===== config.mk =====
export PLATFORM = sky130hd
export DESIGN_NAME = editor_campos
export DESIGN_NICKNAME = d
export VERILOG_FILES = /design/src/rtl/editor_pkg.sv /design/src/rtl/editor_campos_bcd_paso.sv /design/src/rtl/editor_campos.sv
export SDC_FILE = /design/constraint.sdc
export NUM_CORES = 1
export LEC_CHECK = 0
export CAP_MARGIN = 25
export CORE_ASPECT_RATIO = 0.75
export CORE_MARGIN = 5
export CORE_UTILIZATION = 43
export CTS_CLUSTER_DIAMETER = 100
export DETAILED_ROUTE_END_ITERATION = 10
export GPL_TIMING_DRIVEN = 0
export HOLD_SLACK_MARGIN = 0.02
export SYNTH_ARGS = -nofsm -noshare
export SYNTH_HDL_FRONTEND = slang
export SYNTH_SLANG_ARGS = --single-unit

===== constraint.sdc =====
create_clock -name clk -period 5.4 [get_ports clk]
set_input_delay 1.62 -clock clk [delete_from_list [all_inputs] [get_ports clk]]
set_output_delay 1.62 -clock clk [all_outputs]
set_load 0.01 [all_outputs]

===== src/rtl/editor_pkg.sv =====
// Shared field codes, BCD ranges and state encoding for the RTC field editor.
package editor_pkg;

  localparam int unsigned DATO_W = 8;
  localparam int unsigned DIR_W  = 4;
  localparam int unsigned N_DIR  = 16;
  localparam int unsigned HOLD_W = 24;

  localparam logic [DIR_W-1:0] CAMPO_SEG     = 4'd2;
  localparam logic [DIR_W-1:0] CAMPO_MIN     = 4'd3;
  localparam logic [DIR_W-1:0] CAMPO_HORA    = 4'd4;
  localparam logic [DIR_W-1:0] CAMPO_DIA     = 4'd5;
  localparam logic [DIR_W-1:0] CAMPO_MES     = 4'd6;
  localparam logic [DIR_W-1:0] CAMPO_ANIO    = 4'd7;
  localparam logic [DIR_W-1:0] CAMPO_TMR_S   = 4'd8;
  localparam logic [DIR_W-1:0] CAMPO_TMR_MIN = 4'd9;
  localparam logic [DIR_W-1:0] CAMPO_TMR_H   = 4'd10;

  localparam logic [DATO_W-1:0] BCD_MIN_0  = 8'h00;
  localparam logic [DATO_W-1:0] BCD_MIN_1  = 8'h01;
  localparam logic [DATO_W-1:0] BCD_MAX_MS = 8'h59;
  localparam logic [DATO_W-1:0] BCD_MAX_H  = 8'h23;
  localparam logic [DATO_W-1:0] BCD_MAX_D  = 8'h31;
  localparam logic [DATO_W-1:0] BCD_MAX_M  = 8'h12;
  localparam logic [DATO_W-1:0] BCD_MAX_A  = 8'h99;

  typedef enum logic [1:0] {IDLE, EDIT, FLUSH, REQ} estado_t;

  function automatic logic campo_valido(input logic [DIR_W-1:0] c);
    return (c >= CAMPO_SEG) && (c <= CAMPO_TMR_H);
  endfunction

  function automatic logic [DATO_W-1:0] campo_min(input logic [DIR_W-1:0] c);
    case (c)
      CAMPO_DIA, CAMPO_MES: return BCD_MIN_1;
      default:              return BCD_MIN_0;
    endcase
  endfunction

  function automatic logic [DATO_W-1:0] campo_max(input logic [DIR_W-1:0] c);
    case (c)
      CAMPO_SEG, CAMPO_MIN, CAMPO_TMR_S, CAMPO_TMR_MIN: return BCD_MAX_MS;
      CAMPO_HORA, CAMPO_TMR_H:                          return BCD_MAX_H;
      CAMPO_DIA:                                        return BCD_MAX_D;
      CAMPO_MES:                                        return BCD_MAX_M;
      CAMPO_ANIO:                                       return BCD_MAX_A;
      default:                                          return BCD_MIN_0;
    endcase
  endfunction

endpackage


===== src/rtl/editor_campos_bcd_paso.sv =====
// Combinational two-digit BCD +/-1 with wrap between min and max.
module bcd_paso
  import editor_pkg::*;
(
  input  logic [DATO_W-1:0] valor,
  input  logic              subir,
  input  logic              bajar,
  input  logic [DATO_W-1:0] min,
  input  logic [DATO_W-1:0] max,
  output logic [DATO_W-1:0] nuevo
);

  always_comb begin
    nuevo = valor;
    if (subir && !bajar) begin
      if (valor >= max)
        nuevo = min;
      else if (valor[3:0] >= 4'd9)
        nuevo = {4'(valor[7:4] + 4'd1), 4'd0};
      else
        nuevo = {valor[7:4], 4'(valor[3:0] + 4'd1)};
    end else if (bajar && !subir) begin
      if (valor <= min)
        nuevo = max;
      else if (valor[3:0] == 4'd0)
        nuevo = {4'(valor[7:4] - 4'd1), 4'd9};
      else
        nuevo = {valor[7:4], 4'(valor[3:0] - 4'd1)};
    end
  end

endmodule


===== src/rtl/editor_campos.sv =====
// BCD shadow editor for RTC clock/date/timer fields with dirty-field write-back.
// Optional button auto-repeat is compiled in with EDITOR_AUTOREPEAT_EN.
module editor_campos
  import editor_pkg::*;
#(
  parameter logic [HOLD_W-1:0] REP_DELAY = 24'd5_000_000,
  parameter logic [HOLD_W-1:0] REP_RATE  = 24'd1_000_000
) (
  input  logic              clk,
  input  logic              reset,
  input  logic              interr,
  input  logic [DIR_W-1:0]  puntero,
  input  logic              arriba,
  input  logic              abajo,
  input  logic              wr_en,
  input  logic [DIR_W-1:0]  wr_dir,
  input  logic [DATO_W-1:0] wr_dato,
  input  logic [DIR_W-1:0]  dir_vis,
  output logic [DATO_W-1:0] dato_vis,
  output logic              esc_req,
  output logic [DIR_W-1:0]  esc_dir,
  output logic [DATO_W-1:0] esc_dato,
  input  logic              esc_ack,
  output logic              listo
);

  estado_t            estado;
  logic [DATO_W-1:0]  campos [N_DIR];
  logic [N_DIR-1:0]   sucio;
  logic [DIR_W-1:0]   idx;
  logic               arr_prev;
  logic               aba_prev;

  logic               sub_arr_c;
  logic               sub_aba_c;
  logic               edita_c;
  logic               rep_arr_c;
  logic               rep_aba_c;
  logic               up_c;
  logic               down_c;
  logic               paso_c;
  logic [DATO_W-1:0]  nuevo_c;

  assign sub_arr_c = arriba & ~arr_prev;
  assign sub_aba_c = abajo & ~aba_prev;
  assign edita_c   = interr && (estado == EDIT) && campo_valido(puntero);

`ifdef EDITOR_AUTOREPEAT_EN
  logic [HOLD_W-1:0] hold_cnt;
  logic              repitiendo;
  logic [DIR_W-1:0]  punt_prev;
  logic              held_c;
  logic              tick_c;

  // One button held alone on an unchanged field keeps the hold counter running.
  assign held_c = edita_c && (arriba ^ abajo) && (puntero == punt_prev);
  assign tick_c = held_c && !(sub_arr_c || sub_aba_c) &&
                  (hold_cnt == (repitiendo ? REP_RATE : REP_DELAY));
  assign rep_arr_c = tick_c & arriba;
  assign rep_aba_c = tick_c & abajo;

  always_ff @(posedge clk) begin
    if (reset) begin
      hold_cnt   <= '0;
      repitiendo <= 1'b0;
      punt_prev  <= '0;
    end else begin
      punt_prev <= puntero;
      if (!held_c) begin
        hold_cnt   <= '0;
        repitiendo <= 1'b0;
      end else if (sub_arr_c || sub_aba_c) begin
        hold_cnt   <= HOLD_W'(1);
        repitiendo <= 1'b0;
      end else if (tick_c) begin
        hold_cnt   <= HOLD_W'(1);
        repitiendo <= 1'b1;
      end else begin
        hold_cnt <= HOLD_W'(hold_cnt + HOLD_W'(1));
      end
    end
  end
`else
  logic unused_rep_cfg;
  assign unused_rep_cfg = ^{REP_DELAY, REP_RATE};
  assign rep_arr_c = 1'b0;
  assign rep_aba_c = 1'b0;
`endif

  assign up_c   = sub_arr_c | rep_arr_c;
  assign down_c = sub_aba_c | rep_aba_c;
  assign paso_c = edita_c && (up_c ^ down_c);

  bcd_paso u_paso (
    .valor (campos[puntero]),
    .subir (up_c),
    .bajar (down_c),
    .min   (campo_min(puntero)),
    .max   (campo_max(puntero)),
    .nuevo (nuevo_c)
  );

  // Button history and display read port.
  always_ff @(posedge clk) begin
    if (reset) begin
      arr_prev <= 1'b0;
      aba_prev <= 1'b0;
      dato_vis <= '0;
    end else begin
      arr_prev <= arriba;
      aba_prev <= abajo;
      dato_vis <= campos[dir_vis];
    end
  end

  // Edit/flush state machine owning the shadow fields and dirty bits.
  always_ff @(posedge clk) begin
    if (reset) begin
      estado   <= IDLE;
      idx      <= '0;
      sucio    <= '0;
      esc_req  <= 1'b0;
      esc_dir  <= '0;
      esc_dato <= '0;
      listo    <= 1'b0;
      for (int i = 0; i < int'(N_DIR); i++) campos[i] <= '0;
      campos[CAMPO_DIA] <= BCD_MIN_1;
      campos[CAMPO_MES] <= BCD_MIN_1;
    end else begin
      listo <= 1'b0;
      case (estado)
        IDLE: begin
          if (wr_en && campo_valido(wr_dir)) begin
            campos[wr_dir] <= wr_dato;
            sucio[wr_dir]  <= 1'b0;
          end
          if (interr) estado <= EDIT;
        end
        EDIT: begin
          if (paso_c) begin
            campos[puntero] <= nuevo_c;
            sucio[puntero]  <= 1'b1;
          end
          if (!interr) begin
            estado <= FLUSH;
            idx    <= CAMPO_SEG;
          end
        end
        FLUSH: begin
          if (sucio[idx]) begin
            estado   <= REQ;
            esc_req  <= 1'b1;
            esc_dir  <= idx;
            esc_dato <= campos[idx];
          end else if (idx == CAMPO_TMR_H) begin
            estado <= IDLE;
            listo  <= 1'b1;
          end else begin
            idx <= DIR_W'(idx + DIR_W'(1));
          end
        end
        REQ: begin
          if (esc_ack) begin
            esc_req    <= 1'b0;
            sucio[idx] <= 1'b0;
            if (idx == CAMPO_TMR_H) begin
              estado <= IDLE;
              listo  <= 1'b1;
            end else begin
              estado <= FLUSH;
              idx    <= DIR_W'(idx + DIR_W'(1));
            end
          end
        end
        default: estado <= IDLE;
      endcase
    end
  end

endmodule

==> metrics, run 1 <==
Peak supply drop=244.9 uV; I/O pins=49; CP arrival=5.49 ns; type of the tightest min-delay check=reg2reg; sequential fraction of the synthesis area=45.17%; crit end category=flop; post-route setup TNS=0 ns; vias in the first global route=7417; Worst-Margin Slew=0.9770 ns; Final Max Tran Viols=0; PortBufs=40; Detailed Route WL=34100 um; critical path's top delay family=compound AO/OA/AOI/OAI gates; nets=987; CP Launch Point=puntero[0]; Num CTS Buffers=17; Synth async-reset ratio=0%; first-pass GRT wire length=49870 um; effective utilization at floorplan=43.78%; crit path to=campos[7][0]; DRC viols=0; final setup fails=0; Ant. Diodes=0; most common cell after layout, fill and taps aside=edfxtp_1; most frequent CP cell=a221oi_4; initial antenna violation count=2; commonest non-fill, non-tap cells in the layout=edfxtp_1, nor2_1, mux4_2; GRT Total Usage=24.60%; Levels on crit path=16; DP Worst Slack=-1.399 ns; Layout Utilization=51.25%; final std cells w/o fill=1285; max cap viols=0; CTS clk-pin slew, worst paths=0.07 ns; Routed wire per std cell=26.53 um; Placed Cells=1244; Mapped Avg Cell Area=12.90 um^2; antenna-violating nets left=0; WP data required=5.59 ns; Max Freq=188.4 MHz; Tcrit/Tclk final=98.28%; crit path launch type=input port; r2r endpoint=campos[7][0]; clock sinks=174; worst setup slack after layout=0.09304 ns; Leak Pwr=0.004285 uW; Worst path max stage delay=0.56 ns; grt total ovfl=0; Area growth, synth to finish=17.07%; Clk Latency, worst-skew pair=0.45 ns; final hold viol count=0; clock skew=0.01362 ns; top fanout value on the critical path=16; crit path cell chain=buf_8, buf_12, mux4_1, a22o_1, a221oi_4, inv_2, ha_1, a211o_1, a221oi_4, o211ai_1, nand3_1, mux2i_1, a21oi_1, a211oi_4, buf_4, nor2_1; Multi-input gate area=5744 um^2; sequential cell area=4765 um^2; gpl congestion=0.9297; worst r2r path cells=14; CTS root buffer=clkbuf_16; die footprint=27800 um^2; row count=49; total core area=24090 um^2; unrepaired setup endpoints after global routing=no; Crit Path Class=in2reg; register bit total from synthesis=174; Worst R2R Start=campos[6][5]; Vias/cell=6.234; status=finished, final reports clean; Synth Flop Type=edfxtp_1; layout cells sized above 1=20.34%; CTS tree=built; via count=8011; Slowest cell on crit path=mux4_1; H-tree depth=4; Longest Clk Path Bufs=2; maximum number of pins on one net before global-route repair=18; pwr/cell area=273.8 nW/um^2; relative slew slack=34.87%; fill count=2145; die width=190.9 um; Initial DRC Count=1211; Mapped Area=10550 um^2; Syn Inst Count=818; Unique masters post-synth=69; Die Y=145.6 um; Yosys warnings=0; Initial DRT Pass Iterations=6; flop2flop setup slack=1.20 ns; CP Buf/Inv Count=4; total power draw=3381 uW; HPWL after detailed placement=25790 um; Post-synth EDFFs=128; Final min period=5.307 ns
## registers in the layout, summed over array words and instances, names as in the netlist
name	flops
esc_dato	8
dato_vis	8
campos	128
esc_dir	4
sucio	16
estado	2
esc_req	1
arr_prev	1
idx	4
listo	1
aba_prev	1
## power by group
group | switching [uW] | internal (uW) | total [uW]
Combinational | 377 | 278 | 655
Clock | 564 | 595 | 1160
Sequential | 58.9 | 1510 | 1570
## layout make-up
type / instances / area share [%]
clock buffers: 18 / 3.475
plain buffers: 58 / 2.320
repair buffers: 52 / 4.286
clock inverters: 14 / 0.8916
well taps: 331 / 3.354
inverters: 19 / 0.5775
flip-flops and latches: 174 / 38.58
multi-input cells: 619 / 46.51
## repair_timing
action / 4_1_cts / 5_1_grt
hold buffers: 0 / 0
pin swaps: 5 / 3
buffers inserted: 8 / 1
endpoints found under the setup margin: 72 / 72
resized for setup: 22 / 9
## per-layer routing
metal	global-route usage (%)	up-vias	part of all wire [%]
met1	36.39	3933	42
met3	10.82	57	14
met5	2.098	-	0.26
li1	-	3448	-
met2	33.11	569	41
met4	5.922	4	1.8
## cell families after synthesis
group / after synthesis / share of synthesized area, %
muxes: 143 / 27.80
other: 1 / 0.03555
xor gates and xnor gates: 5 / 0.4151
buffers and inverters: 80 / 3.214
adders and majority gates: 19 / 2.254
AOI/OAI and AO/OA: 140 / 9.916
DFF: 174 / 45.17
and+or+nand+nor: 256 / 11.20
## how the worst min path moves through the flow
| stage | depth (start not counted) | slack, ns | from | end |
|---|---|---|---|---|
| after floorplan | 1 | 0.42 | sucio[13] | sucio[13] |
| after global placement | 1 | 0.43 | sucio[14] | sucio[14] |
| after detailed placement | 1 | 0.44 | sucio[11] | sucio[11] |
| after CTS | 1 | 0.45 | sucio[11] | sucio[11] |
| after global routing | 1 | 0.47 | sucio[1] | sucio[1] |
| final | 1 | 0.45 | sucio[13] | sucio[13] |
## cells in the mapped netlist (all sizes together) (5+ instances only)
| master | instances | share of area [%] |
|---|---|---|
| and2 | 11 | 0.65 |
| nand2 | 58 | 2.1 |
| buf | 23 | 1.2 |
| nor2b | 12 | 0.71 |
| a21oi | 30 | 1.5 |
| a211oi | 5 | 0.52 |
| o311a | 6 | 0.57 |
| ha | 19 | 2.3 |
| mux2i | 23 | 2.2 |
| nor2 | 114 | 4.1 |
| o21ai | 24 | 1.1 |
| a221oi | 6 | 0.78 |
| edfxtp | 128 | 36 |
| or3 | 5 | 0.30 |
| a32oi | 6 | 0.50 |
| nand2b | 10 | 0.59 |
| dfxtp | 46 | 8.7 |
| nor3 | 10 | 0.47 |
| inv | 16 | 0.57 |
| a22oi | 18 | 1.4 |
| clkbuf | 38 | 1.4 |
| nor4 | 5 | 0.44 |
| mux4 | 116 | 25 |
| nand3 | 16 | 0.76 |
| o22ai | 6 | 0.36 |
## metrics by stage
| step | instance area [um^2] | hold slack, ns |
|---|---|---|
| CTS | 12280 | 0.4474 |
| global route | 12350 | 0.4685 |
| floorplan | 10760 | 0.4246 |
| global placement | 11570 | 0.4319 |
| detailed placement | 11570 | 0.4379 |
| finish | 12350 | 0.4481 |
(Power assumes the default switching activity.)
==> run 2, diff against run 1 <==
--- a/config.mk
+++ b/config.mk
@@ -8,11 +8,12 @@
 export CAP_MARGIN = 25
 export CORE_ASPECT_RATIO = 0.75
 export CORE_MARGIN = 5
-export CORE_UTILIZATION = 43
+export CORE_UTILIZATION = 55
 export CTS_CLUSTER_DIAMETER = 100
 export DETAILED_ROUTE_END_ITERATION = 10
 export GPL_TIMING_DRIVEN = 0
 export HOLD_SLACK_MARGIN = 0.02
+export PLACE_DENSITY = 0.77
 export SYNTH_ARGS = -nofsm -noshare
 export SYNTH_HDL_FRONTEND = slang
 export SYNTH_SLANG_ARGS = --single-unit
==> metrics, run 2 (synthesized netlist as in run 1, its figures left out) <==
effective utilization at floorplan=56.50% (+13 points); WP data required=5.58 ns (about the same); Ant. Diodes=0 (unchanged); Initial DRT Pass Iterations=6 (unchanged); final std cells w/o fill=1198 (-6.8%); first-pass GRT wire length=49310 um (-1.1%); most common cell after layout, fill and taps aside=edfxtp_1; Area growth, synth to finish=16.27%; Most flops, register=campos; CP Buf/Inv Count=3 (-1); status=finished, final reports clean; Crit Path Class=in2reg; HPWL after detailed placement=24550 um (-4.8%); final hold viol count=0 (unchanged); pwr/cell area=275.9 nW/um^2 (+0.78%); grt total ovfl=0 (unchanged); I/O pins=49 (unchanged); Max Freq=188.8 MHz (+0.19%); via count=8313 (+3.8%); Clk Latency, worst-skew pair=0.45 ns (about the same); clock skew=0.009959 ns (-0.003661 ns); Routed wire per std cell=27.89 um (+5.1%); H-tree depth=4 (unchanged); final setup fails=0 (unchanged); maximum number of pins on one net before global-route repair=17 (-1); CTS tree=built; die width=169.9 um (-11%); Tcrit/Tclk final=98.09% (-0.19 points); Slowest cell on crit path=mux4_2; Initial DRC Count=1613 (+33%); critical path's top delay family=compound AO/OA/AOI/OAI gates; commonest non-fill, non-tap cells in the layout=edfxtp_1, nor2_1, mux4_2; Final Max Tran Viols=0 (unchanged); hold depth=1 (unchanged); relative slew slack=34.74% (-0.13 points); top fanout value on the critical path=10 (-6); DP Worst Slack=-1.193 ns (+0.2060 ns); crit end category=flop; Longest Clk Path Bufs=2 (unchanged); Detailed Route WL=33410 um (-2.0%); initial antenna violation count=4 (+2); Worst-Margin Slew=0.9789 ns (+0.001876 ns); Worst R2R Start=campos[6][5]; Leak Pwr=0.004290 uW (+0.11%); DRC viols=0 (unchanged); PortBufs=40 (unchanged); CTS clk-pin slew, worst paths=0.07 ns (about the same); max cap viols=0 (unchanged); Num CTS Buffers=17 (unchanged); flop2flop setup slack=1.23 ns (+0.03 ns); die footprint=22080 um^2 (-21%); max FFs per register=128 (unchanged); Top Registers=campos: 128 flops, sucio: 16 flops; Die Y=129.9 um (-11%); Vias/cell=6.939 (+11%); CTS hold repair buffers=0 (unchanged); antenna-violating nets left=0 (unchanged); worst r2r path cells=13 (-1); Hold Crit Start=sucio[1]; Peak supply drop=189.1 uV (-23%); layout cells sized above 1=20.72% (+0.38 points); vias in the first global route=7771 (+4.8%); CTS root buffer=clkbuf_16; Final min period=5.297 ns (-0.01020 ns); crit path launch type=input port; type of the tightest min-delay check=reg2reg; clock sinks=174 (unchanged); Worst path max stage delay=0.58 ns (+0.02 ns); gpl congestion=1.018 (+9.5%); r2r endpoint=campos[2][0]; Hold Path Sink=sucio[1]; total core area=18670 um^2 (-23%); GRT Total Usage=30.76% (+6.2 points); CP arrival=5.47 ns (-0.02 ns); crit path cell chain=buf_6, buf_6, mux4_2, a22o_1, a221oi_4, inv_2, ha_1, a211o_1, a221oi_2, nand3_1, nand3_1, mux2i_1, a21oi_1, a211oi_4, nor2_1; row count=43 (-12%); worst setup slack after layout=0.1032 ns (+0.01020 ns); Placed Cells=1160 (-6.8%); nets=984 (-0.30%)
run 2: cell count changes in the layout (fill, tap and decap cells not counted), sizes merged:
cell	before	now
clkbuf	59	55
clkinv	9	10
clkinvlp	3	2
dlygate4sd2	1	0
dlymetal6s2s	0	1
inv	21	22
run 2: worst max-delay path by stage:
stage / start / to / slack [ns] / cells after the start
after detailed placement: puntero[1] / campos[5][5] / -1.19 / 18
after CTS: puntero[0] / campos[3][7] / 0.02 / 16
final: puntero[0] / campos[2][0] / 0.10 / 15
after floorplan: puntero[0] / campos[6][7] / 0.23 / 15
after global routing: puntero[0] / campos[7][0] / -0.01 / 15
after global placement: puntero[1] / campos[2][5] / -1.08 / 18
run 2: repair_timing:
| item | in CTS | in global routing |
|---|---|---|
| setup endpoints to repair | 72 | 72 |
| gates resized for setup | 25 | 17 |
| pin swaps | 2 | 3 |
| buffers inserted | 6 | 1 |
run 2: stage by stage:
step	hold WS (ns)	setup TNS (ns)	cell area (um^2)	utilization [%]	power, uW
after global placement	0.4291	-73.98	11460	61.41	2165
after CTS	0.4489	0	12180	65.26	3334
final	0.4505	0	12270	65.70	3384
after floorplan	0.4246	0	10760	-	1970
after detailed placement	0.4395	-77.74	11460	61.41	2179
after global routing	0.4650	-0.01289	12270	65.70	3467
run 2: metal layers:
layer | global-route usage (%) | wire, um
met3 | 14.60 | 5446
met1 | 42.86 | 12950
met5 | 0 | 48
met2 | 42.73 | 13780
met4 | 10.52 | 1181
run 2: report_power, final:
group | internal, uW | switching, uW | leakage, uW
sequential | 1510 | 59.0 | 0.00167
combinational | 277 | 371 | 0.00236
clock | 594 | 574 | 0.000263
total | 2380 | 1000 | 0.00429
run 2: cell type report:
cell class,instances,area (um^2)
inverters,19,71.32
plain buffers,58,297.8
fillers,1399,6404
multi-input cells,619,5772
flip-flops and latches,174,4765
well taps,247,309.0
clock inverters,15,110.1
clock buffers,17,425.4
repair buffers,49,515.5
==> run 3, diff against run 2 <==
--- a/config.mk
+++ b/config.mk
@@ -5,7 +5,6 @@
 export SDC_FILE = /design/constraint.sdc
 export NUM_CORES = 1
 export LEC_CHECK = 0
-export CAP_MARGIN = 25
 export CORE_ASPECT_RATIO = 0.75
 export CORE_MARGIN = 5
 export CORE_UTILIZATION = 55
==> metrics, run 3 (synthesized netlist as in run 1, its figures left out) <==
status=finished, final reports clean; met3 routed WL=5563 um (+2.1%); Longest Clk Path Bufs=2 (unchanged); Hold Crit Start=sucio[1]; CTS clk-pin slew, worst paths=0.07 ns (about the same); final setup fails=0 (unchanged); Power Internal=2379 uW (about the same); grt total ovfl=0 (unchanged); Tcrit/Tclk final=97.86% (-0.23 points); sequential cell area=4765 um^2 (unchanged); combinational share of power=19.2% (about the same); worst r2r path cells=13 (unchanged); Final min period=5.285 ns (-0.01225 ns); Num CTS Buffers=17 (unchanged); GRT Total Usage=30.76% (unchanged); total power draw=3377 uW (-0.22%); Initial DRT Pass Iterations=6 (unchanged); effective utilization at floorplan=56.50% (unchanged); DRC viols=0 (unchanged); DP Worst Slack=-1.193 ns (unchanged); Hold Path Sink=sucio[1]; Crit Path Class=in2reg; clock power share=34.4% (about the same); relative slew slack=26.13% (-8.6 points); H-tree depth=4 (unchanged); Detailed Route WL=33360 um (-0.16%); hold depth=1 (unchanged); Clk Latency, worst-skew pair=0.44 ns (about the same); most common cell after layout, fill and taps aside=edfxtp_1; die width=169.9 um (unchanged); initial antenna violation count=4 (unchanged); Die Y=129.9 um (unchanged); Top Registers=campos: 128 flops, sucio: 16 flops; PortBufs=40 (unchanged); Peak supply drop=186.6 uV (-1.3%); clock skew=0.01323 ns (+0.003276 ns); Routed wire per std cell=27.87 um (about the same); die footprint=22080 um^2 (unchanged); clock sinks=174 (unchanged); row count=43 (unchanged); layout cells sized above 1=20.55% (-0.17 points); WHS=0.4504 ns (-0.00009500 ns); vias in the first global route=7771 (unchanged); Max Freq=189.2 MHz (+0.23%); flop2flop setup slack=1.25 ns (+0.02 ns); HPWL after detailed placement=24550 um (unchanged); commonest non-fill, non-tap cells in the layout=edfxtp_1, nor2_1, mux4_2; Worst R2R Start=campos[5][5]; worst setup slack after layout=0.1155 ns (+0.01225 ns); nets=982 (-0.20%); pwr/cell area=275.8 nW/um^2 (about the same); crit end category=flop; CTS hold repair buffers=0 (unchanged); WL met2=13780 um (about the same); Initial DRC Count=1562 (-3.2%); first-pass GRT wire length=49310 um (unchanged); Worst-Margin Slew=1.104 ns (+0.1250 ns); Most flops, register=campos; final hold viol count=0 (unchanged); Multi-input gate area=5772 um^2 (unchanged); CTS root buffer=clkbuf_16; crit path launch type=input port; r2r endpoint=campos[2][0]; Psw=998.2 uW (-0.61%); max cap viols=0 (unchanged); Sw Ratio=29.56% (-0.11 points); post-route setup TNS=0 ns (unchanged); sequential share of power=46.4% (about the same); routed length on met1=12760 um (-1.5%); Max Used Layer=met5; max FFs per register=128 (unchanged); Placed Cells=1160 (unchanged); Vias/cell=6.959 (+0.29%); final std cells w/o fill=1197 (-0.083%); top fanout value on the critical path=10 (unchanged); I/O pins=49 (unchanged); Leak Pwr=0.004278 uW (-0.30%); antenna-violating nets left=0 (unchanged); maximum number of pins on one net before global-route repair=17 (unchanged); WP data required=5.57 ns (about the same); total core area=18670 um^2 (unchanged); gpl congestion=1.018 (unchanged); fill count=1401 (+0.14%); CP arrival=5.46 ns (about the same); via count=8330 (+0.20%); type of the tightest min-delay check=reg2reg; Area growth, synth to finish=16.08%; Final Max Tran Viols=0 (unchanged); CTS tree=built
-- run 3: cell count changes in the layout (fill, tap and decap cells not counted) --
cell / delta
buf_4: -1
buf_8: -1
diode_2: +1
-- run 3: how the worst max path moves through the flow --
stage	startpoint	end	slack (ns)	cells past startpoint
global placement	puntero[1]	campos[2][5]	-1.08	18
floorplan	puntero[0]	campos[6][7]	0.23	15
finish	puntero[0]	campos[2][0]	0.12	15
CTS	puntero[0]	campos[3][7]	0.02	16
global route	puntero[0]	campos[7][0]	-0.01	15
detailed placement	puntero[1]	campos[5][5]	-1.19	18
-- run 3: area by class of cell --
cell class / count / share of cell area (%)
inverter: 19 / 0.5824
multi-input combinational: 619 / 47.13
timing repair buffer: 47 / 4.026
buffer: 58 / 2.432
clock buffer: 17 / 3.474
antenna: 1 / 0.02044
sequential: 174 / 38.91
clock inverter: 15 / 0.8992
tap: 247 / 2.524
-- run 3: power groups by stage --
stage                     clock, uW  sequential [uW]  combinational, uW
after floorplan                   0             1570                404
after global placement            0             1590                580
after detailed placement          0             1590                588
after CTS                      1160             1560                613
after global routing           1220             1570                676
final                          1160             1570                647
-- run 3: metrics by stage --
stage	util (%)	instance area (um^2)
2_1_floorplan	-	10760
4_1_cts	65.26	12180
3_3_place_gp	61.41	11460
3_5_place_dp	61.41	11460
5_1_grt	65.58	12240
6_report	65.59	12250
-- run 3: layer usage --
metal  global-route usage (%)  vias to the layer above
met5                        0                        -
met1                    42.86                     4014
li1                         -                     3450
met2                    42.73                      747
met4                    10.52                        6
met3                    14.60                      113
-- run 3: worst max-delay path, cell delays in order --
cell and delay [ns]:
buf_6 0.15, buf_6 0.23, mux4_2 0.58, a22o_1 0.23, a221oi_4 0.27, inv_2 0.14, ha_1 0.35, a211o_1 0.31
a221oi_2 0.32, nand3_1 0.18, nand3_1 0.14, mux2i_1 0.23, a21oi_1 0.16, a211oi_4 0.46, nor2_1 0.09
-- run 3: repair_timing --
action	4_1_cts	5_1_grt
gates resized for setup	25	17
endpoints found under the setup margin	72	72
endpoints found under the hold margin	0	0
setup buffers	6	1
pin swaps	2	3
